## src/rtl/dds_wave_gen.sv

```systemverilog
// dds_wave_gen -- direct digital synthesis waveform generator.
//
// A phase accumulator advances by a frequency word on every clock while
// running. The accumulator plus a phase offset addresses a waveform
// function (saw, triangle, square or zero), and the result is registered
// as a signed two's-complement sample. A new configuration offered while
// running is held in a one-entry shadow. It becomes active only at a
// phase wrap, so a running waveform is never torn mid-period.
//
// Ports
//   sys_clk      in   single clock, rising edge
//   rst_n        in   asynchronous active-low reset
//   run          in   level request to generate samples
//   cfg_valid    in   configuration offer
//   cfg_ready    out  configuration can be accepted (shadow empty)
//   freq_word    in   ACC_BIT per-clock phase increment
//   phase_word   in   ACC_BIT phase offset
//   wave_sel     in   0 saw, 1 triangle, 2 square, 3 zero
//   dds_data     out  DATA_BIT signed sample, registered
//   dds_data_en  out  dds_data valid this cycle, registered
//   busy         out  high while running or finishing the last period
module dds_wave_gen #(
  parameter int DATA_BIT = 14,
  parameter int ACC_BIT  = 32   // must be at least DATA_BIT+1
) (
  input  logic                sys_clk,
  input  logic                rst_n,
  input  logic                run,
  input  logic                cfg_valid,
  output logic                cfg_ready,
  input  logic [ACC_BIT-1:0]  freq_word,
  input  logic [ACC_BIT-1:0]  phase_word,
  input  logic [1:0]          wave_sel,
  output logic [DATA_BIT-1:0] dds_data,
  output logic                dds_data_en,
  output logic                busy
);

  typedef enum logic [1:0] {
    ST_IDLE,
    ST_RUN,
    ST_STOP_PEND
  } state_e;

  localparam logic [1:0] SEL_SAW    = 2'd0;
  localparam logic [1:0] SEL_TRI    = 2'd1;
  localparam logic [1:0] SEL_SQUARE = 2'd2;

  localparam logic [DATA_BIT-1:0] SQ_POS = {1'b0, {(DATA_BIT-1){1'b1}}};
  localparam logic [DATA_BIT-1:0] SQ_NEG = {1'b1, {(DATA_BIT-1){1'b0}}};

  state_e              state_q;
  logic [ACC_BIT-1:0]  acc_q;
  logic [ACC_BIT-1:0]  freq_q;
  logic [ACC_BIT-1:0]  phase_q;
  logic [1:0]          sel_q;
  logic [ACC_BIT-1:0]  sh_freq_q;
  logic [ACC_BIT-1:0]  sh_phase_q;
  logic [1:0]          sh_sel_q;
  logic                pending_q;
  logic [DATA_BIT-1:0] data_q;
  logic                data_en_q;

  logic [ACC_BIT:0]    acc_sum;
  logic                wrap;
  logic                freq_zero;
  logic                generating;
  logic                accept;
  logic                apply_shadow;
  logic [ACC_BIT-1:0]  pa;
  logic [DATA_BIT-1:0] p;
  logic [DATA_BIT-1:0] t;
  logic [DATA_BIT-1:0] wave_d;

  // Accumulator step and the events derived from it. The extra sum bit is
  // the carry out that marks the end of a waveform period.
  always_comb begin
    // NOTE: every signal written here gets a value on every path, so no
    // latch is inferred.
    acc_sum      = {1'b0, acc_q} + {1'b0, freq_q};
    wrap         = acc_sum[ACC_BIT];
    freq_zero    = (freq_q == '0);
    generating   = (state_q != ST_IDLE);
    accept       = cfg_valid & ~pending_q;
    // With a zero step the accumulator would never wrap, so a pending
    // shadow is applied immediately instead of waiting forever.
    apply_shadow = generating & pending_q & (wrap | freq_zero);
  end

  // Waveform lookup on the pre-update accumulator plus phase offset.
  always_comb begin
    pa = acc_q + phase_q;
    p  = pa[ACC_BIT-1 -: DATA_BIT];
    // Triangle: one bit finer than the saw, folded in the second half of
    // the period so the ramp runs back down.
    t  = pa[ACC_BIT-2 -: DATA_BIT];
    if (pa[ACC_BIT-1]) t = ~t;
    case (sel_q)
      SEL_SAW:    wave_d = {~p[DATA_BIT-1], p[DATA_BIT-2:0]};
      SEL_TRI:    wave_d = {~t[DATA_BIT-1], t[DATA_BIT-2:0]};
      SEL_SQUARE: wave_d = pa[ACC_BIT-1] ? SQ_NEG : SQ_POS;
      default:    wave_d = '0;
    endcase
  end

  // Phase bits below the triangle resolution only matter through the
  // carries they feed into the upper bits.
  if (ACC_BIT > DATA_BIT + 1) begin : g_pa_low
    logic unused_pa_low;
    assign unused_pa_low = ^pa[ACC_BIT-DATA_BIT-2:0];
  end

  // Control FSM, accumulator and registered sample outputs.
  always_ff @(posedge sys_clk or negedge rst_n) begin
    // NOTE: state is updated with non-blocking assignments so every
    // register samples pre-edge values, independent of statement order.
    if (!rst_n) begin
      state_q   <= ST_IDLE;
      acc_q     <= '0;
      data_q    <= '0;
      data_en_q <= 1'b0;
    end else begin
      case (state_q)
        ST_IDLE: begin
          data_q    <= '0;
          data_en_q <= 1'b0;
          if (run) begin
            acc_q   <= '0;
            state_q <= ST_RUN;
          end
        end
        ST_RUN: begin
          acc_q     <= acc_sum[ACC_BIT-1:0];
          data_q    <= wave_d;
          data_en_q <= 1'b1;
          if (!run) state_q <= ST_STOP_PEND;
        end
        ST_STOP_PEND: begin
          // Keep generating until the period completes, so a stop never
          // truncates a waveform cycle.
          acc_q     <= acc_sum[ACC_BIT-1:0];
          data_q    <= wave_d;
          data_en_q <= 1'b1;
          if (run)                    state_q <= ST_RUN;
          else if (wrap || freq_zero) state_q <= ST_IDLE;
        end
        default: state_q <= ST_IDLE;
      endcase
    end
  end

  // Active and shadow configuration. Accept requires an empty shadow and
  // apply requires a full one, so the two never happen on the same edge.
  always_ff @(posedge sys_clk or negedge rst_n) begin
    if (!rst_n) begin
      freq_q     <= '0;
      phase_q    <= '0;
      sel_q      <= '0;
      sh_freq_q  <= '0;
      sh_phase_q <= '0;
      sh_sel_q   <= '0;
      pending_q  <= 1'b0;
    end else if (!generating) begin
      if (accept) begin
        freq_q  <= freq_word;
        phase_q <= phase_word;
        sel_q   <= wave_sel;
      end
    end else begin
      if (apply_shadow) begin
        freq_q    <= sh_freq_q;
        phase_q   <= sh_phase_q;
        sel_q     <= sh_sel_q;
        pending_q <= 1'b0;
      end
      if (accept) begin
        sh_freq_q  <= freq_word;
        sh_phase_q <= phase_word;
        sh_sel_q   <= wave_sel;
        pending_q  <= 1'b1;
      end
    end
  end

  assign cfg_ready   = ~pending_q;
  assign busy        = generating;
  assign dds_data    = data_q;
  assign dds_data_en = data_en_q;

endmodule
```

## config.mk

```make
export PLATFORM = sky130hd
export DESIGN_NAME = dds_wave_gen
export DESIGN_NICKNAME = d
export VERILOG_FILES = /design/src/rtl/dds_wave_gen.sv
export SDC_FILE = /design/constraint.sdc
export NUM_CORES = 1
export LEC_CHECK = 0
export ABC_AREA = 1
export BUFFER_PORTS_ARGS = -buffer_cell sky130_fd_sc_hd__buf_2
export CELL_PAD_IN_SITES_DETAIL_PLACEMENT = 1
export CELL_PAD_IN_SITES_GLOBAL_PLACEMENT = 2
export CORE_ASPECT_RATIO = 1.75
export CORE_MARGIN = 4
export CORE_UTILIZATION = 37
export DETAILED_ROUTE_END_ITERATION = 10
export PLACE_DENSITY_LB_ADDON = 0.1
export SLEW_MARGIN = 30
export SYNTH_ARGS = -nofsm -noshare
export SYNTH_HDL_FRONTEND = slang
export SYNTH_SLANG_ARGS = --single-unit
```

## constraint.sdc

```tcl
create_clock -name sys_clk -period 5.93 [get_ports sys_clk]
set_clock_uncertainty 0.2 [all_clocks]
set_input_delay 0.8895 -clock sys_clk [delete_from_list [all_inputs] [get_ports sys_clk]]
set_output_delay 0.8895 -clock sys_clk [all_outputs]
set_load 0.02 [all_outputs]
```

==> results <==
- STA puts the critical path data required time at just under 5 ns.
- The number of iterations in the first detailed-routing pass is 5.
- The die covers about 0.037 mm².
- The run finished with clean final reports.
- The start point of the worst min-delay path is dds_data[2].
- For the final routed database, the setup TNS stands at 0 ns.
- STA classifies the critical path endpoint as an output port.
- Summing all flip-flop and latch instances after layout gives about 0.0046 mm².
- In this run the critical register-to-register path is captured at freq_q[9].
- Summed over all nets, the half-perimeter wirelength after detailed placement is 34,000 µm.
- The net count after synthesis is around 2,000.
- The power density over cell area is between 500 and 600 mW/mm².
- The register-to-register setup slack is slightly below 2 ns.
- The worst register-to-register path begins at state_q[1].
- Clock latency on the worst-skew pair, taken at its later pin, is 0.46 ns.
- The final-layout fill cell count is 4,429.
- CTS placed an instance of sky130_fd_sc_hd__clkbuf_16 at the clock tree root.
- Clock tree synthesis inserted a total of 17 buffers.
- CTS saw 182 sinks.
- The shortest clock period the worst path allows after layout is between 4 and 5 ns.
- The biggest fanout along the worst timing path is between 70 and 80.
- The horizontal extent of the die is 147 µm.
- Leaving out fill and tap cells, the most frequent cell in the layout is sky130_fd_sc_hd__nand2_1.
- After the first detailed-routing iteration, the DRC count stood at around 360.
- The worst pin sits at a relative slew slack of approximately 42%.
- In this run, placement finished with an instance count of 2,400.
- The synthesized netlist contains 41 unique library cells.
- After synthesis the cells add up to about 0.012 mm².
- The static leakage is roughly 7.7 nW.
- 87 I/O pins were placed.
- The number of instances in the synthesized netlist is 1,916.
- Timing would allow up to approximately 240 MHz.
- Setup violations remaining at the end of the flow were counted as 0.
- The largest net degree at the start of global routing is slightly above 100.
- For this run, the leading register cell type out of synthesis is sky130_fd_sc_hd__dfrtp_1.
- The final critical path takes up 71.3% of the cycle.
- Relative to the synthesized area, the layout overhead comes to 11.1%.
- Global routing finished with a remaining overflow of 0.
- The worst hold path belongs to the class flop to flop.
- The number of antenna diodes in the final layout is 0.
- The ratio of cells with drive above 1 in the final layout is under 10%.
- The number of warnings reported in the yosys synthesis log is 0.
- The multi-input combinational cells in the finished layout cover a total of 0.00662 mm².
- Dividing the detail-routed wire length by the instance count gives around 17 µm.
- The number of failing hold endpoints at the final stage came to 0.
- In this run, synthesis inferred 0 flip-flops with an integrated enable.
- The first-pass GRT wire length is around 68,000 µm.
- The initial antenna violation count came to 0.
- Global routing used between 20% and 30% of the available tracks across all layers.
- After clock tree synthesis, the flow added hold-fix buffers numbering 0.
- The fraction of registers with async set or reset after synthesis is 100%.
- The H-tree was split into 4 levels.
- Among all stages on the critical path, the largest delay is contributed by sky130_fd_sc_hd__ha_1.
- The number of nets with antenna violations after detailed routing is 0.
- The worst-case IR drop observed on VDD is approximately 0.25 mV.
- The instance area after placement is between 0.01 and 0.015 mm².
- The max-slew violation total from the final report is 0.
- Summing over every cut layer, the via total after detailed routing is between 10,000 and 15,000.
- The clock edge transition at the registers on the reported setup and hold paths is ~0.08 ns.
- Traced cell by cell, the critical path runs through inv_1 > ha_1 > clkinv_2 > buf_4 > buf_2.
- The number of max-capacitance violations reported is 0.
- The library cells used most frequently in the layout, excluding fill and tap cells, are sky130_fd_sc_hd__nand2_1, sky130_fd_sc_hd__inv_1, sky130_fd_sc_hd__o21ai_0, sky130_fd_sc_hd__dfrtp_1, sky130_fd_sc_hd__nand3_1.
- In this run the vertical extent of the chip is ~250 µm.
- The transition time at the pin with the least slew margin is approximately 0.87 ns.
- The final design instance area without fill is 0.0139 mm².
- Each instance of the synthesized netlist takes up on average around 6.5 µm².
- After detailed routing, the number of vias per cell comes to 5.00.
- The final RePlAce weighted congestion is 0.876.
- For this run, design rule violations remaining after detail routing come to 0.
- The total number of nets in the final design is around 2,100.
- Summing the sequential cell areas from Yosys gives 36.5% of the chip area.
- The via count of the first global-routing pass is 12,800.
- The terminating pin of the worst hold path is dds_data[2].
- The number of buffers inserted to repair setup after CTS is 0.
- After synthesis the netlist holds a flip-flop and latch count of between 150 and 200.
- The initial utilization of the core area, before any placement, comes to a little under two fifths.
- Measured in cells, the most critical reg-to-reg path has a length of 9.
- STA classifies the critical path startpoint as a flop.
- The initialized floorplan defines 88 standard-cell rows.
- The number of port buffers is 86.
- The total routed wirelength is roughly 42,000 µm.
- After the flow finishes, the layout carries non-filler instances totaling around 2,400.
- The count of cells resized by post-cts repair is 0.
- The placeable core region is about 0.033 mm².
- The arrival time of the worst setup path is roughly 3.1 ns.
- The worst hold path passes through 2 cells.
- The TritonCTS clock tree is yes.
- The worst setup path is of the flop to output port kind.
- Setup repair after global routing left no endpoint under its margin.
- On the worst path, the slowest cell contributes a delay of ~0.65 ns.
- The longest clock path from root to sink contains 2 buffers.
==> through the flow <==
stage | power (mW) | hold slack, ns | utilization, % | worst slack, ns
4_1_cts | 7.49 | 0.288 | 41.7 | 1.58
5_1_grt | 8.16 | 0.313 | 41.8 | 1.31
3_3_place_gp | 6.23 | 0.263 | 40.0 | 1.76
2_1_floorplan | 5.00 | 0.253 | - | 3.37
3_5_place_dp | 6.35 | 0.271 | 40.0 | 1.58
6_report | 7.37 | 0.283 | 41.8 | 1.70
==> logic make-up (layout without fill, tap and decap cells) <==
family	after synthesis	after routing	share of synthesized area, %
XOR/XNOR	2	2	0.140
adder cells (fa/ha/maj)	68	68	6.88
AND/OR/NAND/NOR	1028	1028	33.2
flip-flops	182	182	36.5
AO/OA/AOI/OAI	303	303	12.7
buffers and inverters	333	400	10.6
==> cell usage after synthesis, types with 2 or more instances <==
cell type / instances / area, µm²
sky130_fd_sc_hd__nand3_2: 2 / 20.0
sky130_fd_sc_hd__clkbuf_1: 41 / 154
sky130_fd_sc_hd__o21bai_1: 7 / 52.6
sky130_fd_sc_hd__nand3_1: 116 / 581
sky130_fd_sc_hd__nor3_1: 15 / 75.1
sky130_fd_sc_hd__nand3b_1: 3 / 22.5
sky130_fd_sc_hd__and3_1: 2 / 12.5
sky130_fd_sc_hd__nand2_2: 6 / 37.5
sky130_fd_sc_hd__buf_2: 8 / 40.0
sky130_fd_sc_hd__or2_2: 3 / 18.8
sky130_fd_sc_hd__a21oi_1: 85 / 425
sky130_fd_sc_hd__o21ai_0: 188 / 941
sky130_fd_sc_hd__inv_1: 269 / 1010
sky130_fd_sc_hd__nand2_1: 757 / 2840
sky130_fd_sc_hd__o211ai_1: 2 / 15.0
sky130_fd_sc_hd__o21ai_1: 6 / 30.0
sky130_fd_sc_hd__o21a_1: 2 / 15.0
sky130_fd_sc_hd__buf_4: 3 / 22.5
sky130_fd_sc_hd__dfrtp_1: 182 / 4550
sky130_fd_sc_hd__nor4_1: 5 / 31.3
sky130_fd_sc_hd__inv_2: 2 / 7.51
sky130_fd_sc_hd__a21o_1: 5 / 37.5
sky130_fd_sc_hd__buf_1: 2 / 7.51
sky130_fd_sc_hd__nand4_1: 15 / 93.8
sky130_fd_sc_hd__and2_1: 2 / 12.5
sky130_fd_sc_hd__nor2_1: 99 / 372
sky130_fd_sc_hd__ha_1: 67 / 838
sky130_fd_sc_hd__a32o_1: 3 / 30.0
sky130_fd_sc_hd__buf_6: 7 / 78.8
==> how the worst max path moves through the flow <==
stage | start | endpoint | slack [ns] | cells after the start
2_1_floorplan | state_q[0] | busy | 3.37 | 5
3_3_place_gp | state_q[0] | freq_q[9] | 1.76 | 9
3_5_place_dp | state_q[0] | freq_q[12] | 1.58 | 9
4_1_cts | state_q[1] | freq_q[9] | 1.58 | 9
5_1_grt | state_q[1] | busy | 1.31 | 5
6_report | state_q[1] | busy | 1.70 | 5
==> routing by layer <==
layer | part of all wire, % | GRT usage (%) | up-vias
li1 | - | - | 6141
met1 | 39 | 25.3 | 5866
met2 | 56 | 45.7 | 122
met3 | 1.8 | 2.67 | 48
met4 | 2.9 | 7.78 | 0
met5 | 0 | 0 | -
==> cell type report <==
cell class              count  area share, %
clock inverters            14          0.975
multi-input cells        1401           47.8
flip-flops and latches    182           32.9
inverters                 272           7.38
well taps                 450           4.06
clock buffers              18           3.10
repair buffers             96           3.80
==> sequential cells by signal, indices dropped and copies added, names as in the netlist <==
signal / count
pending_q: 1
sel_q: 2
phase_q: 32
sh_freq_q: 32
freq_q: 32
sh_sel_q: 2
dds_data_en: 1
acc_q: 32
sh_phase_q: 32
state_q: 2
dds_data: 14
==> where the power goes <==
group / internal, mW / leakage (nW) / total (mW) / switching [mW]
Clock: 0.555 / 0.268 / 1.11 / 0.552
Combinational: 1.29 / 5.17 / 4.12 / 2.84
Sequential: 1.76 / 2.31 / 2.14 / 0.381
==> worst max-delay path, delay by kind of cell (launching register included) <==
| kind | cells | cell delay, ns |
|---|---|---|
| buf+inv | 4 | 1.54 |
| fa+ha+maj | 1 | 0.65 |
| flops | 1 | 0.42 |
No activity file was read; power rests on OpenSTA's default activity.
